File: config.mk
export PLATFORM = sky130hd
export DESIGN_NAME = fifo_umbral_flat
export DESIGN_NICKNAME = d
export VERILOG_FILES = /design/src/rtl/fifo_umbral_if.sv /design/src/rtl/fifo_umbral.sv /design/src/flat_wrapper.sv
export SDC_FILE = /design/constraint.sdc
export NUM_CORES = 1
export LEC_CHECK = 0
export BUFFER_PORTS_ARGS = -buffer_cell sky130_fd_sc_hd__buf_4
export CAP_MARGIN = 20
export CORE_ASPECT_RATIO = 1.1
export CORE_MARGIN = 5
export CORE_UTILIZATION = 50
export DETAILED_ROUTE_END_ITERATION = 10
export MAX_ROUTING_LAYER = met4
export PLACE_DENSITY_LB_ADDON = 0.3
export SLEW_MARGIN = 20
export SYNTH_ARGS = -nofsm -noshare
export SYNTH_HDL_FRONTEND = slang
export SYNTH_SLANG_ARGS = --single-unit
File: constraint.sdc
create_clock -name clk -period 2.8 [get_ports clk]
set_input_delay 0.28 -clock clk [delete_from_list [all_inputs] [get_ports clk]]
set_output_delay 0.28 -clock clk [all_outputs]
set_load 0.02 [all_outputs]
File: src/rtl/fifo_umbral_if.sv
// Handshake and status bundle between a lane producer/consumer and fifo_umbral.
// The master drives push/pop requests and thresholds; the slave (the FIFO) returns data and flags.
interface fifo_umbral_if #(
  parameter int DATA_WIDTH = 6,
  parameter int ADDR_WIDTH = 3
);
  logic                  wr_enable;
  logic                  rd_enable;
  logic [DATA_WIDTH-1:0] data_in;
  logic [ADDR_WIDTH-1:0] umbral_L;
  logic [ADDR_WIDTH-1:0] umbral_H;
  logic [DATA_WIDTH-1:0] data_out;
  logic                  valid_out;
  logic                  empty;
  logic                  full;
  logic                  almost_empty;
  logic                  almost_full;
  logic                  error;
  logic [ADDR_WIDTH:0]   count;

  modport master (
    output wr_enable, rd_enable, data_in, umbral_L, umbral_H,
    input  data_out, valid_out, empty, full, almost_empty, almost_full, error, count
  );

  modport slave (
    input  wr_enable, rd_enable, data_in, umbral_L, umbral_H,
    output data_out, valid_out, empty, full, almost_empty, almost_full, error, count
  );
endinterface

File: src/rtl/fifo_umbral.sv
// Single-clock lane FIFO with registered read data, threshold flags and a sticky
// overflow/underflow error; its empty flag feeds maquina_estados.
module fifo_umbral #(
  parameter int DATA_WIDTH = 6,
  parameter int ADDR_WIDTH = 3
) (
  input  logic          clk,
  input  logic          reset_L,
  fifo_umbral_if.slave  bus
);
  localparam int                  DEPTH   = 2 ** ADDR_WIDTH;
  localparam logic [ADDR_WIDTH:0] DEPTH_C = (ADDR_WIDTH + 1)'(DEPTH);

  logic [DATA_WIDTH-1:0] mem [DEPTH];
  logic [ADDR_WIDTH-1:0] wr_ptr;
  logic [ADDR_WIDTH-1:0] rd_ptr;
  logic [ADDR_WIDTH:0]   count_q;
  logic [ADDR_WIDTH:0]   count_next;
  logic [DATA_WIDTH-1:0] data_out_q;
  logic                  valid_q;
  logic                  error_q;

  logic is_empty;
  logic is_full;
  logic wr_ok;
  logic rd_ok;
  logic bad_req;

  // A read on an empty FIFO is never bypassed by a same-cycle write,
  // and a write into a full FIFO is only taken when a read frees a slot.
  always_comb begin
    // NOTE: every signal gets a default before any branch so no latch is inferred.
    is_empty   = (count_q == '0);
    is_full    = (count_q == DEPTH_C);
    wr_ok      = bus.wr_enable && (!is_full || bus.rd_enable);
    rd_ok      = bus.rd_enable && !is_empty;
    bad_req    = (bus.wr_enable && is_full && !bus.rd_enable) ||
                 (bus.rd_enable && is_empty);
    count_next = count_q;
    case ({wr_ok, rd_ok})
      2'b10:   count_next = count_q + 1'b1;
      2'b01:   count_next = count_q - 1'b1;
      default: count_next = count_q;
    endcase
  end

  // NOTE: the storage array has no reset; only the pointers and count define which words are live.
  always_ff @(posedge clk) begin
    if (wr_ok) begin
      mem[wr_ptr] <= bus.data_in;
    end
  end

  // NOTE: sequential state uses non-blocking assignments so every register samples pre-edge values.
  always_ff @(posedge clk or negedge reset_L) begin
    if (!reset_L) begin
      wr_ptr     <= '0;
      rd_ptr     <= '0;
      count_q    <= '0;
      data_out_q <= '0;
      valid_q    <= 1'b0;
      error_q    <= 1'b0;
    end else begin
      if (wr_ok) begin
        wr_ptr <= wr_ptr + 1'b1;
      end
      if (rd_ok) begin
        data_out_q <= mem[rd_ptr];
        rd_ptr     <= rd_ptr + 1'b1;
      end
      valid_q <= rd_ok;
      count_q <= count_next;
      if (bad_req) begin
        error_q <= 1'b1;
      end
    end
  end

  // Flags follow the thresholds combinationally so a threshold change shows up the same cycle.
  assign bus.empty        = is_empty;
  assign bus.full         = is_full;
  assign bus.almost_empty = (count_q <= {1'b0, bus.umbral_L});
  assign bus.almost_full  = (count_q >= {1'b0, bus.umbral_H});
  assign bus.count        = count_q;
  assign bus.data_out     = data_out_q;
  assign bus.valid_out    = valid_q;
  assign bus.error        = error_q;

endmodule

File: src/flat_wrapper.sv
// flat-port wrapper written by rule: the top's interface ports become plain ports
module fifo_umbral_flat 
#(
  parameter int DATA_WIDTH = 6,
  parameter int ADDR_WIDTH = 3
)
  (clk, reset_L, bus_wr_enable, bus_rd_enable, bus_data_in, bus_umbral_L, bus_umbral_H, bus_data_out, bus_valid_out, bus_empty, bus_full, bus_almost_empty, bus_almost_full, bus_error, bus_count);
  fifo_umbral_if #(.DATA_WIDTH(DATA_WIDTH), .ADDR_WIDTH(ADDR_WIDTH)) bus_i ();
  input  logic clk;
  input  logic reset_L;
  input wire logic [$bits(bus_i.wr_enable)-1:0] bus_wr_enable;
  input wire logic [$bits(bus_i.rd_enable)-1:0] bus_rd_enable;
  input wire logic [$bits(bus_i.data_in)-1:0] bus_data_in;
  input wire logic [$bits(bus_i.umbral_L)-1:0] bus_umbral_L;
  input wire logic [$bits(bus_i.umbral_H)-1:0] bus_umbral_H;
  output wire logic [$bits(bus_i.data_out)-1:0] bus_data_out;
  output wire logic [$bits(bus_i.valid_out)-1:0] bus_valid_out;
  output wire logic [$bits(bus_i.empty)-1:0] bus_empty;
  output wire logic [$bits(bus_i.full)-1:0] bus_full;
  output wire logic [$bits(bus_i.almost_empty)-1:0] bus_almost_empty;
  output wire logic [$bits(bus_i.almost_full)-1:0] bus_almost_full;
  output wire logic [$bits(bus_i.error)-1:0] bus_error;
  output wire logic [$bits(bus_i.count)-1:0] bus_count;
  assign bus_i.wr_enable = bus_wr_enable;
  assign bus_i.rd_enable = bus_rd_enable;
  assign bus_i.data_in = bus_data_in;
  assign bus_i.umbral_L = bus_umbral_L;
  assign bus_i.umbral_H = bus_umbral_H;
  assign bus_data_out = bus_i.data_out;
  assign bus_valid_out = bus_i.valid_out;
  assign bus_empty = bus_i.empty;
  assign bus_full = bus_i.full;
  assign bus_almost_empty = bus_i.almost_empty;
  assign bus_almost_full = bus_i.almost_full;
  assign bus_error = bus_i.error;
  assign bus_count = bus_i.count;
  fifo_umbral #(.DATA_WIDTH(DATA_WIDTH), .ADDR_WIDTH(ADDR_WIDTH)) u_core (.clk(clk), .reset_L(reset_L), .bus(bus_i));
endmodule
# Word-level counts from Yosys, hierarchy flattened
# Memories as Yosys holds them, arrays and structs flattened. A register that Yosys moved wholly into a read port is not among the register bits.
# Index checks and enable logic that the tools add are counted.
# op_classes
magnitude_cmp,2
muxes,3
eq_ne,3
reduce_logical,13
addsub,4
# ops
op,count
4-bit one-hot mux with 2 select lines,1
3-bit by 1-bit adder with 3-bit output (second input constant),2
1-bit logical AND,5
4-bit by 1-bit adder with 4-bit output (second input constant),1
4-bit == test (second input constant),1
4-bit by 3-bit greater-or-equal comparator with 1-bit output,1
4-bit by 3-bit less-or-equal comparator with 1-bit output,1
1-bit zero test,4
4-bit zero test,1
4-bit by 1-bit subtractor with 4-bit output (second input constant),1
2-bit by 1-bit == test with 1-bit output (second input constant),1
2-bit == test (second input constant),1
1-bit logical OR,2
1-bit two-way mux,2
2-bit nonzero test,1
# word_totals
elab_cells,31
ramBits,48
n_memories,1
inputBits,16
register_bits,12
# memory_table
name,depth,width,rd,rd_ports_with_merged_regs,wr,line,rtl
u_core.mem,8,6,1,1,1,fifo_umbral.sv:14,logic [DATA_WIDTH-1:0] mem [DEPTH];

# Depth between registers and ports, before layout
# depth
word_depth,6
mapped_depth,11
mapped_depth_nobuf,10

# Worst setup path after synthesis
# No wires, ideal clock.
# synth_timing
path_kind,reg-to-reg
from,register u_core.count_q[1] (netlist: u_core.bus.count[1])
to,register u_core.count_q[2] (netlist: u_core.bus.count[2])
arrival_time_ps,2304
period_less_slack_ps,2442
setup_ps,138
required_ps,2662
n_path_buf,0
stages_incl_launch_ff,11
slack_ps,358
path_cell_list,dfrtp_1 -> or3_4 -> o21ai_4 -> inv_2 -> ha_1 -> xor2_1 -> ha_1 -> a21oi_1 -> xor2_1 -> nor2_1 -> xor2_1
# synth_rtl
item,line,rtl
"start, declared",fifo_umbral.sv:17,logic [ADDR_WIDTH:0] count_q;
"start signal, assigned",fifo_umbral.sv:72,count_q <= count_next;
4-bit zero test *,fifo_umbral.sv:33,is_empty = (count_q == '0);
1-bit zero test *,fifo_umbral.sv:36,rd_ok = bus.rd_enable && !is_empty;
1-bit logical AND *,fifo_umbral.sv:36,
net u_core.rd_ok,fifo_umbral.sv:26,logic rd_ok;
2-bit by 1-bit == test with 1-bit output or 2-bit == test (tied branches),fifo_umbral.sv:40,"case ({wr_ok, rd_ok})"
4-bit one-hot mux with 2 select lines or 2-bit nonzero test (tied branches),-,
# The timed path passes the listed nets; every way through them passes the cells marked *.
# A chain may end at the register's enable or synchronous reset.

# Worst setup path after layout
# layout_timing
from,register u_core.count_q[0] (netlist: u_core.bus.count[0])
to,register u_core.count_q[2] (netlist: u_core.bus.count[2])
# Same word-level chain as after synthesis.

==> summary.txt <==
GRT
  – Initial antenna violation count: 0
  – Vias in the first global route: 1684
  – GRT Total Usage: 0.161
  – Largest net degree at the start of global routing: 27
  – First-pass GRT wire length: about 8.5 mm
  – Gr ovfl total: 0

Die
  – Die width: 82.7 um
  – Core area: 0.00570 mm^2
  – Die area: about 0.0074 mm^2
  – I/O pin cnt: 32
  – Row cnt: 29
  – Initial Util: 0.510
  – Die Height: roughly 90 um

Yosys
  – Count of unique library cells instantiated by Yosys: 31
  – Ranking of synthesized cells by area: edfxtp_1, dfrtp_1, mux2_2
  – Synth Flop Type: edfxtp_1
  – Cell taking the most area after synthesis: edfxtp_1
  – Syn Inst Count: ~200
  – Synthesis-stage register bit count: 66
  – Number of enable flip-flop cells after synthesis: 48
  – Cell area after synthesis: 0.00291 mm^2
  – Mapped Avg Cell Area: 14.6 um^2
  – Register area share after synthesis: 0.651
  – Async SR Flop Fraction: 0.273
  – Synth top area share: 0.496
  – Syn_nets: around 230
  – Synth Warn #: 0

Worst setup path
  – CP arrival: 2.56 ns
  – Reg-to-reg slack, setup: 0.44 ns
  – Crit Path Class: reg -> reg
  – CP max-delay cell: dfrtp_1
  – Critical Path Max Stage Delay: 0.46 ns
  – CP Capture Type: flip-flop
  – Critical Path Fanout Max: 7
  – Cell Chain, Critical Path: or3_4 > o21ai_4 > inv_2 > ha_1 > xor2_1 > ha_1 > a21oi_1 > xor2_1 > nor2_1 > xor2_1
  – Worst reg2reg path depth: 10
  – Most common cell on crit path: xor2_1
  – Startpoint Class: flip-flop
  – Req. time, crit path: 3.00 ns

Detailed routing
  – Vias: 1693
  – Drt first pass iters: 6
  – Vias/cell: 5.23
  – Routed len/inst: ~16 um
  – WL final: 5.19 mm
  – Number of DRC markers in iteration 0: 92
  – Routed Antenna Nets: 0
  – # DRC: 0

Status
  – Status: complete, no violations

Clock tree
  – CTS tree: done
  – Clock latency on the worst-skew pair: about 0.33 ns
  – CTS buffer count: 9
  – Clock sink count: 66
  – CTS H-tree lvls: 3
  – Clock Tree Root: clkbuf_8
  – Setup repair bufs after CTS: 0
  – Worst-path clk slew: 0.07 ns
  – Max Buffers Root-to-Sink: 2

Finish
  – Synthesis-to-layout area growth: 18.1%
  – Final instance area: about 0.0034 mm^2
  – Share of layout cells above drive strength 1: 0.283
  – Ant diodes: 0
  – Final nets: 269

STA
  – Period utilization: 0.841
  – Final setup viols: 0
  – Worst slew pin tran: 0.662 ns
  – Final min period: 2.36 ns
  – Hold Worst Slack: 0.184 ns
  – Final count of hold timing violations: 0
  – Clock Skew: around 0.0079 ns
  – Rel. slew slack: 0.557
  – Unrepaired setup endpoints after global routing: no
  – Setup TNS: 0 ns
  – Fmax: roughly 0.42 GHz
  – Final Slew Violations: 0

Min path
  – Worst min-delay path class: in -> reg
  – Hold Path Depth: 1

Placement
  – Routability cong.: 0.749
  – Buffers on Ports: 31
  – Post-DP HPWL: about 3.6 mm
  – Placed Area: 0.00321 mm^2

Pwr
  – P per Cell Area: 1060 mW/mm^2
  – Leakage: 1.37 nW
  – VDD IR max: ~0.00054 V

Job
  – Max cap viols: 0
synthesized netlist by cell type, types with 5 or more instances:
master / count
edfxtp_1: 48
a221o_1: 6
dfrtp_1: 18
nand2b_1: 6
nand2_1: 20
mux2i_1: 13
o22ai_1: 6
ha_1: 11
inv_1: 6
nor2_1: 9
xnor2_1: 5
mux2_2: 13
power breakdown:
group          leakage (nW)  switching, mW  internal (mW)  total, mW
clock network         0.103          0.351          0.499      0.850
logic                 0.618          0.727          0.613       1.34
registers             0.648          0.161           1.27       1.44
registers in the layout, summed over array words and instances, names as in the netlist:
name / flops
u_core.wr_ptr: 3
u_core.bus.valid_out: 1
u_core.bus.error: 1
u_core.bus.data_out: 6
u_core.rd_ptr: 3
u_core.mem: 48
u_core.bus.count: 4
placed cells by master, fill, tap and decap left out:
cell type | netlist | routed
a21boi_2 | 1 | 1
a221o_1 | 6 | 6
dfrtp_1 | 18 | 18
o21ai_2 | 2 | 2
nor3_1 | 3 | 3
o21ai_4 | 1 | 1
nand3_1 | 2 | 2
inv_1 | 6 | 6
o21ai_1 | 4 | 4
inv_6 | 0 | 1
buf_4 | 0 | 36
o21bai_1 | 2 | 2
o21ai_0 | 2 | 2
nand2b_1 | 6 | 6
nand2_1 | 20 | 20
a211o_1 | 1 | 1
nor2b_1 | 4 | 4
or3_4 | 1 | 1
mux2i_1 | 13 | 13
edfxtp_1 | 48 | 48
o22ai_1 | 6 | 6
bufinv_16 | 0 | 2
clkbuf_8 | 0 | 9
ha_1 | 11 | 11
nor2_1 | 9 | 9
clkinv_1 | 0 | 1
xor2_1 | 3 | 3
xnor2_1 | 5 | 5
clkinv_2 | 0 | 1
and2_1 | 1 | 1
dlygate4sd3_1 | 0 | 1
a21o_1 | 1 | 1
inv_2 | 1 | 1
clkinvlp_4 | 0 | 2
mux2_2 | 13 | 13
a21oi_1 | 4 | 4
worst max-delay path, delay by kind of cell, from the launching register on:
family,cells,cell delay (ns)
xor gates and xnor gates,3,0.46
and+or+nand+nor,2,0.49
adders and majority gates,2,0.45
buffers and inverters,1,0.08
DFF,1,0.46
AOI/OAI and AO/OA,2,0.28
metal layers:
layer / wire length (um) / GRT usage
met2: 2670 / 0.241
met5: 0 / -
met4: 59 / 0.0613
met1: 2200 / 0.210
met3: 267 / 0.0440
timing repair:
action | 4_1_cts | 5_1_grt
resized for setup | 0 | 0
hold buffers | 1 | 0
endpoints found under the hold margin | 18 | 0
path summary, 6_finish.rpt:
path	from	end
hold reg to reg	u_core.bus.data_out[4]	u_core.bus.data_out[4]
min in group asynchronous	reset_L	u_core.bus.error
max in group asynchronous	reset_L	u_core.wr_ptr[0]
hold / removal	bus_data_in[3]	u_core.mem[5][3]
setup / recovery	u_core.bus.count[0]	u_core.bus.count[2]
setup reg to reg	u_core.bus.count[0]	u_core.bus.count[2]
per-stage QoR:
step                       util  power [mW]  instances  setup WS [ns]
after global routing      0.603        3.87        324          0.240
after global placement    0.563        2.79        307          0.498
after CTS                 0.603        3.67        324          0.427
after detailed placement  0.563        2.82        307          0.455
final                     0.603        3.63        324          0.444
after floorplan               -        2.42        199          0.358
kinds of logic after synthesis:
logic type | share of synthesized area
multiplexers | 0.0951
flip-flops | 0.651
XOR/XNOR | 0.0241
buffers and inverters | 0.0319
AO/OA/AOI/OAI | 0.0771
adder cells (fa/ha/maj) | 0.0474
AND/OR/NAND/NOR | 0.0736
final cells by class:
class | instances | area [um^2]
fill | 467 | 2260
sequential | 66 | 1890
timing repair buffer | 37 | 280
clock buffer | 9 | 124
tap | 77 | 96.3
inverter | 7 | 26.3
clock inverter | 7 | 92.6
multi-input combinational | 121 | 922
(Power assumes the default switching activity.)
